===== src/rtl/multicycle_control.sv =====
// Multicycle RV32I control FSM: sequences fetch/decode/execute/memory/writeback,
// tracks memory waits, counts retired instructions and latches trap causes.
module multicycle_control #(
  parameter int unsigned MEM_TIMEOUT = 16,
  parameter bit          ENABLE_JUMP = 1'b1,
  parameter int unsigned CNT_W       = 32
) (
  input  logic             clk,
  input  logic             rst,
  input  logic [6:0]       opcode,
  input  logic             mem_ready,
  input  logic             cond_true,
  output logic             pc_write,
  output logic             ir_write,
  output logic             reg_write,
  output logic             mem_read,
  output logic             mem_write,
  output logic             adr_src,
  output logic [1:0]       alu_src_a,
  output logic [1:0]       alu_src_b,
  output logic [1:0]       alu_op,
  output logic [1:0]       result_src,
  output logic             branch,
  output logic             instr_retired,
  output logic [CNT_W-1:0] retired_count,
  output logic             illegal,
  output logic             bus_err
);

  localparam int unsigned WaitW = (MEM_TIMEOUT > 1) ? $clog2(MEM_TIMEOUT) : 1;
  localparam bit TimeoutEn = (MEM_TIMEOUT != 0);
  localparam logic [WaitW-1:0] WaitLast = (MEM_TIMEOUT == 0) ? '0 : WaitW'(MEM_TIMEOUT - 1);

  localparam logic [6:0] OpLoad  = 7'b0000011;
  localparam logic [6:0] OpStore = 7'b0100011;
  localparam logic [6:0] OpR     = 7'b0110011;
  localparam logic [6:0] OpI     = 7'b0010011;
  localparam logic [6:0] OpBr    = 7'b1100011;
  localparam logic [6:0] OpLui   = 7'b0110111;
  localparam logic [6:0] OpAuipc = 7'b0010111;
  localparam logic [6:0] OpJal   = 7'b1101111;
  localparam logic [6:0] OpJalr  = 7'b1100111;

  typedef enum logic [3:0] {
    StFetch, StDecode, StMemAdr, StMemRead, StMemWb, StMemWrite, StExecR, StExecI,
    StUpper, StAluWb, StBranch, StJal, StJalr, StLink, StTrap
  } state_e;

  state_e            state_q, state_d;
  logic [WaitW-1:0]  wait_q, wait_d;
  logic [CNT_W-1:0]  cnt_q;
  logic              illegal_q, bus_err_q;
  logic              trap_ill, trap_bus, in_wait, retire;
  logic              pc_w, ir_w, reg_w, mem_r, mem_w;

  always_comb begin
    state_d    = state_q;
    wait_d     = '0;
    trap_ill   = 1'b0;
    trap_bus   = 1'b0;
    in_wait    = 1'b0;
    pc_w       = 1'b0;
    ir_w       = 1'b0;
    reg_w      = 1'b0;
    mem_r      = 1'b0;
    mem_w      = 1'b0;
    adr_src    = 1'b0;
    alu_src_a  = 2'b00;
    alu_src_b  = 2'b00;
    alu_op     = 2'b00;
    result_src = 2'b00;
    branch     = 1'b0;

    unique case (state_q)
      StFetch: begin
        mem_r      = 1'b1;
        alu_src_b  = 2'b10;
        result_src = 2'b10;
        if (mem_ready) begin
          ir_w    = 1'b1;
          pc_w    = 1'b1;
          state_d = StDecode;
        end else begin
          in_wait = 1'b1;
        end
      end
      StDecode: begin
        alu_src_a = 2'b01;
        alu_src_b = 2'b01;
        case (opcode)
          OpLoad, OpStore: state_d = StMemAdr;
          OpR:             state_d = StExecR;
          OpI:             state_d = StExecI;
          OpBr:            state_d = StBranch;
          OpLui, OpAuipc:  state_d = StUpper;
          OpJal: begin
            if (ENABLE_JUMP) state_d = StJal;
            else begin
              state_d  = StTrap;
              trap_ill = 1'b1;
            end
          end
          OpJalr: begin
            if (ENABLE_JUMP) state_d = StJalr;
            else begin
              state_d  = StTrap;
              trap_ill = 1'b1;
            end
          end
          default: begin
            state_d  = StTrap;
            trap_ill = 1'b1;
          end
        endcase
      end
      StMemAdr: begin
        alu_src_a = 2'b10;
        alu_src_b = 2'b01;
        state_d   = (opcode == OpLoad) ? StMemRead : StMemWrite;
      end
      StMemRead: begin
        mem_r   = 1'b1;
        adr_src = 1'b1;
        if (mem_ready) state_d = StMemWb;
        else           in_wait = 1'b1;
      end
      StMemWb: begin
        result_src = 2'b01;
        reg_w      = 1'b1;
        state_d    = StFetch;
      end
      StMemWrite: begin
        mem_w   = 1'b1;
        adr_src = 1'b1;
        if (mem_ready) state_d = StFetch;
        else           in_wait = 1'b1;
      end
      StExecR: begin
        alu_src_a = 2'b10;
        alu_op    = 2'b10;
        state_d   = StAluWb;
      end
      StExecI: begin
        alu_src_a = 2'b10;
        alu_src_b = 2'b01;
        alu_op    = 2'b10;
        state_d   = StAluWb;
      end
      StUpper: begin
        // LUI adds the immediate to zero, AUIPC to the instruction's own PC
        alu_src_a = (opcode == OpLui) ? 2'b11 : 2'b01;
        alu_src_b = 2'b01;
        state_d   = StAluWb;
      end
      StAluWb: begin
        reg_w   = 1'b1;
        state_d = StFetch;
      end
      StBranch: begin
        alu_src_a = 2'b10;
        alu_op    = 2'b01;
        branch    = 1'b1;
        pc_w      = cond_true;
        state_d   = StFetch;
      end
      StJal: begin
        pc_w      = 1'b1;
        alu_src_a = 2'b01;
        alu_src_b = 2'b10;
        state_d   = StAluWb;
      end
      StJalr: begin
        alu_src_a  = 2'b10;
        alu_src_b  = 2'b01;
        result_src = 2'b10;
        pc_w       = 1'b1;
        state_d    = StLink;
      end
      StLink: begin
        alu_src_a = 2'b01;
        alu_src_b = 2'b10;
        state_d   = StAluWb;
      end
      StTrap: state_d = StTrap;
      default: state_d = StTrap;
    endcase

    // A ready in the final allowed wait cycle still completes the access
    if (in_wait) begin
      if (TimeoutEn && (wait_q == WaitLast)) begin
        state_d  = StTrap;
        trap_bus = 1'b1;
      end else begin
        wait_d = wait_q + WaitW'(1);
      end
    end
  end

  assign retire = (state_d == StFetch) && (state_q != StFetch);

  always_ff @(posedge clk) begin
    if (rst) begin
      state_q   <= StFetch;
      wait_q    <= '0;
      cnt_q     <= '0;
      illegal_q <= 1'b0;
      bus_err_q <= 1'b0;
    end else begin
      state_q <= state_d;
      wait_q  <= wait_d;
      if (retire)   cnt_q     <= cnt_q + CNT_W'(1);
      if (trap_ill) illegal_q <= 1'b1;
      if (trap_bus) bus_err_q <= 1'b1;
    end
  end

  assign pc_write      = pc_w & ~rst;
  assign ir_write      = ir_w & ~rst;
  assign reg_write     = reg_w & ~rst;
  assign mem_read      = mem_r & ~rst;
  assign mem_write     = mem_w & ~rst;
  assign instr_retired = retire & ~rst;
  assign retired_count = cnt_q;
  assign illegal       = illegal_q;
  assign bus_err       = bus_err_q;

endmodule


===== config.mk =====
export PLATFORM = sky130hd
export DESIGN_NAME = multicycle_control
export DESIGN_NICKNAME = d
export VERILOG_FILES = /design/src/rtl/multicycle_control.sv
export SDC_FILE = /design/constraint.sdc
export NUM_CORES = 1
export LEC_CHECK = 0
export ABC_AREA = 0
export BUFFER_PORTS_ARGS = -buffer_cell sky130_fd_sc_hd__buf_2
export CAP_MARGIN = 20
export CORE_MARGIN = 2
export CORE_UTILIZATION = 47
export CTS_BUF_LIST = sky130_fd_sc_hd__clkbuf_4 sky130_fd_sc_hd__clkbuf_8
export DETAILED_ROUTE_END_ITERATION = 8
export MAX_ROUTING_LAYER = met4
export PLACE_DENSITY = 0.7
export SLEW_MARGIN = 40
export SYNTH_ARGS = -nofsm -noshare
export SYNTH_HDL_FRONTEND = slang
export SYNTH_SLANG_ARGS = --single-unit

===== constraint.sdc =====
create_clock -name clk -period 6.2 [get_ports clk]
set_input_delay 1.24 -clock clk [delete_from_list [all_inputs] [get_ports clk]]
set_output_delay 1.24 -clock clk [all_outputs]
set_load 0.02 [all_outputs]

==> flow_summary_export.csv <==
group,metric,value,unit
outcome,status,"completed",
cts,cts.sinks,42,
sta,setup_viol,0,
worst_setup_path,endpoint_kind,"primary output",
power,total_power,1.09,mW
synth,synth-simple-area-share,37.7,%
power,power.share.clock,20.3,%
placement,place_area,0.00307,mm^2
worst_hold_path,hold_path_class,"reg -> reg",
sta,finClkSkew,0.00761,ns
worst_setup_path,cp_data_required_time,4.96,ns
synth,ys_seq_area_share,29.7,%
cts,clock_path_buffers,2,
cts,holdBufCountCts,0,
sta,setup_tns,0,ns
cts,post-cts-setup-buffers,0,
synth,synth-edff-count,0,
power,max-vdd-ir-drop,0.000282,V
power,p_per_area,343,mW/mm^2
synth,avgSynthCellArea,7.87,um^2
sta,worst_slack,1.63,ns
cts,insertion_delay,0.29,ns
detailed_routing,dr.first_iter.drc_count,230,
floorplanning,rows,28,
worst_setup_path,slowest_stage,"or4_4",
power,seqPwrFrac,32.2,%
global_route,grt-ovfl-total,0,
worst_setup_path,cp-start-kind,"input pin",
synth,ys_ff_latch,42,
global_route,busiest_layer,"met2",
synth,syn_nets,373,
sta,slew_headroom,51.2,%
synth,synth_ff_type,"dfxtp_1",
sta,period_needed,4.57,ns
power,internal-power,0.581,mW
layout,diodes,0,
cts,ctsResizeCount,0,
sta,slew_violations,0,
sta,finalHoldViolations,0,
power,switching_share,46.9,%
synth,synth_compound_area_share,19.4,%
detailed_routing,vias_per_cell,5.93,
cts,htreeDepth,2,
cts,cts_tree,"done",
layout,final_util,54.2,%
detailed_routing,drt-total-wl,6660,um
global_route,grt_pass1_vias,2349,
cts,cts_root_buf,"clkbuf_8",
power,p_leak,1.25,nW
layout,mostFrequentLayoutCells,"59 x buf_2, 41 x dfxtp_1, 32 x nor2_1, 27 x a21oi_1, 24 x nand2_1",
synth,ys_warn_count,0,
placement,preCtsSetupSlack,1.64,ns
placement,dp_hpwl,4620,um
floorplanning,die_w,81.6,um
worst_setup_path,path_class,"in -> out",
synth,synth.area.mux_share,4.28,%
sta,whs,0.453,ns
sta,fin_crit_sh,73.8,%
floorplanning,dieArea,0.00666,mm^2
synth,ys_types,60,
placement,port_buffers,60,
detailed_routing,vias,2806,
worst_setup_path,critical_path.top_delay_family,"simple AND/OR/NAND/NOR gates",
layout,fin_cells,473,
layout,synthToLayoutAreaGrowth,12.6,%
global_route,grtUsageTotal,21.2,%
power,p_switching,0.513,mW
layout,layout.nets,410,
floorplanning,core_area,0.00589,mm^2
job,drv_cap,0,
global_route,grt_first_pass_wirelength,11000,um
layout,fillerInstances,567,
floorplanning,ios,61,
global_route,antenna_found_initial,0,
sta,worst_pin_slew,0.731,ns
layout,final_area,0.00319,mm^2
synth,synthCells,360,
floorplanning,start_util,48.1,%
layout,regArea,842,um^2
layout,drive_gt1_share,22.9,%
worst_setup_path,critical_path.max_stage_delay,0.82,ns
synth,synth_top_family_by_area,"simple AND/OR/NAND/NOR gates",
synth,yosys.area_share.adder,0.883,%
placement,gp_congestion,0.780,
sta,rsz0062_at_grt,"false",
worst_setup_path,critPathBufInv,2,
synth,synthArstFlopShare,0,%
floorplanning,fp.dieH,81.6,um
synth,synth_xor_area_share,1.24,%
global_route,use_met2,31.9,%
detailed_routing,wl_per_cell,14.1,um
sta,max_freq,219,MHz
detailed_routing,drtPass1Iterations,5,
worst_setup_path,path_cells,"buf_2 > and3b_1 > and3b_1 > o221ai_2 > or4_4 > nor3_1 > buf_2",
global_route,grt_max_degree,57,
detailed_routing,drc,0,
synth,syn_area,0.00283,mm^2
power,pwr-share-comb,47.5,%
placement,dp.cells,465,
cts,cts_made_buffers,5,
global_route,grtUsageMet1,30.1,%
worst_setup_path,arrival,3.33,ns
global_route,grtUsageMet3,3.30,%
detailed_routing,ant_nets,0,
worst_setup_path,cp_max_fo,56,
layout,final_common_cell,"buf_2",
cts,clkTransAtPathRegs,0.08,ns
layout,multi_input_area,0.00180,mm^2
[cells in the mapped netlist (2+ instances only)]
library cell   n  area (um^2)
and3b_1        4         35.0
ha_1           2         25.0
nand4_1       16          100
nand2b_1       7         43.8
and4_1         5         43.8
and3_1         8         50.1
dfxtp_1       42          841
nor3_1        13         65.1
and2_1         4         25.0
xnor2_1        3         26.3
buf_6          5         56.3
a21oi_1       27          135
nand2_1       24         90.1
nor2_1        32          120
inv_1          6         22.5
nor3b_1        2         15.0
nor2b_1       16          100
clkbuf_1      16         60.1
a21o_1         2         15.0
o311ai_0       4         35.0
o31ai_1       16          120
o21ai_0       12         60.1
buf_2          7         35.0
or4_1         16          120
mux2_2         5         56.3
nand3_1       11         55.1
a31oi_1        3         18.8
buf_1          3         11.3
nor4b_1        3         26.3
mux2i_1        2         20.0
or3_1          4         25.0
or2_2          4         25.0
mux2_1         4         45.0
o41ai_1        4         35.0
nor4_2         3         37.5
[metal layers]
metal  vias to the layer above  part of all wire (%)
met4                         0                  0.89
li1                       1430                     -
met1                      1313                    50
met5                         -                     0
met3                         7                   3.9
met2                        56                    45
[registers in the layout, indices dropped and copies added, names as in the netlist]
signal	cells
retired_count	32
illegal	1
state_q	4
wait_q	4
bus_err	1
[worst paths after layout]
path                          from                              to  slack, ns  cells after the start
max                      opcode[3]                   instr_retired       1.63                      7
min           wait_q[0]$_SDFF_PP0_            wait_q[0]$_SDFF_PP0_       0.45                      1
max reg2reg  state_q[2]$_SDFF_PP0_  retired_count[21]$_SDFFE_PP0P_       3.16                      6
min reg2reg   wait_q[0]$_SDFF_PP0_            wait_q[0]$_SDFF_PP0_       0.45                      1
[power by group through the flow]
stage,clock network (mW),logic [mW],registers [mW]
floorplan,0,0.513,0.315
CTS,0.228,0.524,0.351
detailed placement,0,0.523,0.357
global placement,0,0.518,0.357
global route,0.237,0.586,0.361
finish,0.222,0.520,0.352
[final cells by class]
cell class                 count  share of cell area [%]
clock buffer                   6                    2.39
clock inverter                 2                    1.18
inverter                       6                   0.706
multi-input combinational    280                    56.4
sequential                    42                    26.4
tap                           75                    2.94
timing repair buffer          62                    9.96
[cells by family after synthesis]
| logic type | Yosys count |
|---|---|
| AO/OA/AOI/OAI | 82 |
| XOR/XNOR | 4 |
| adder cells (fa/ha/maj) | 2 |
| buffers and inverters | 38 |
| flip-flops | 42 |
| multiplexers | 11 |
| AND/OR/NAND/NOR | 181 |
(Power assumes the default switching activity.)
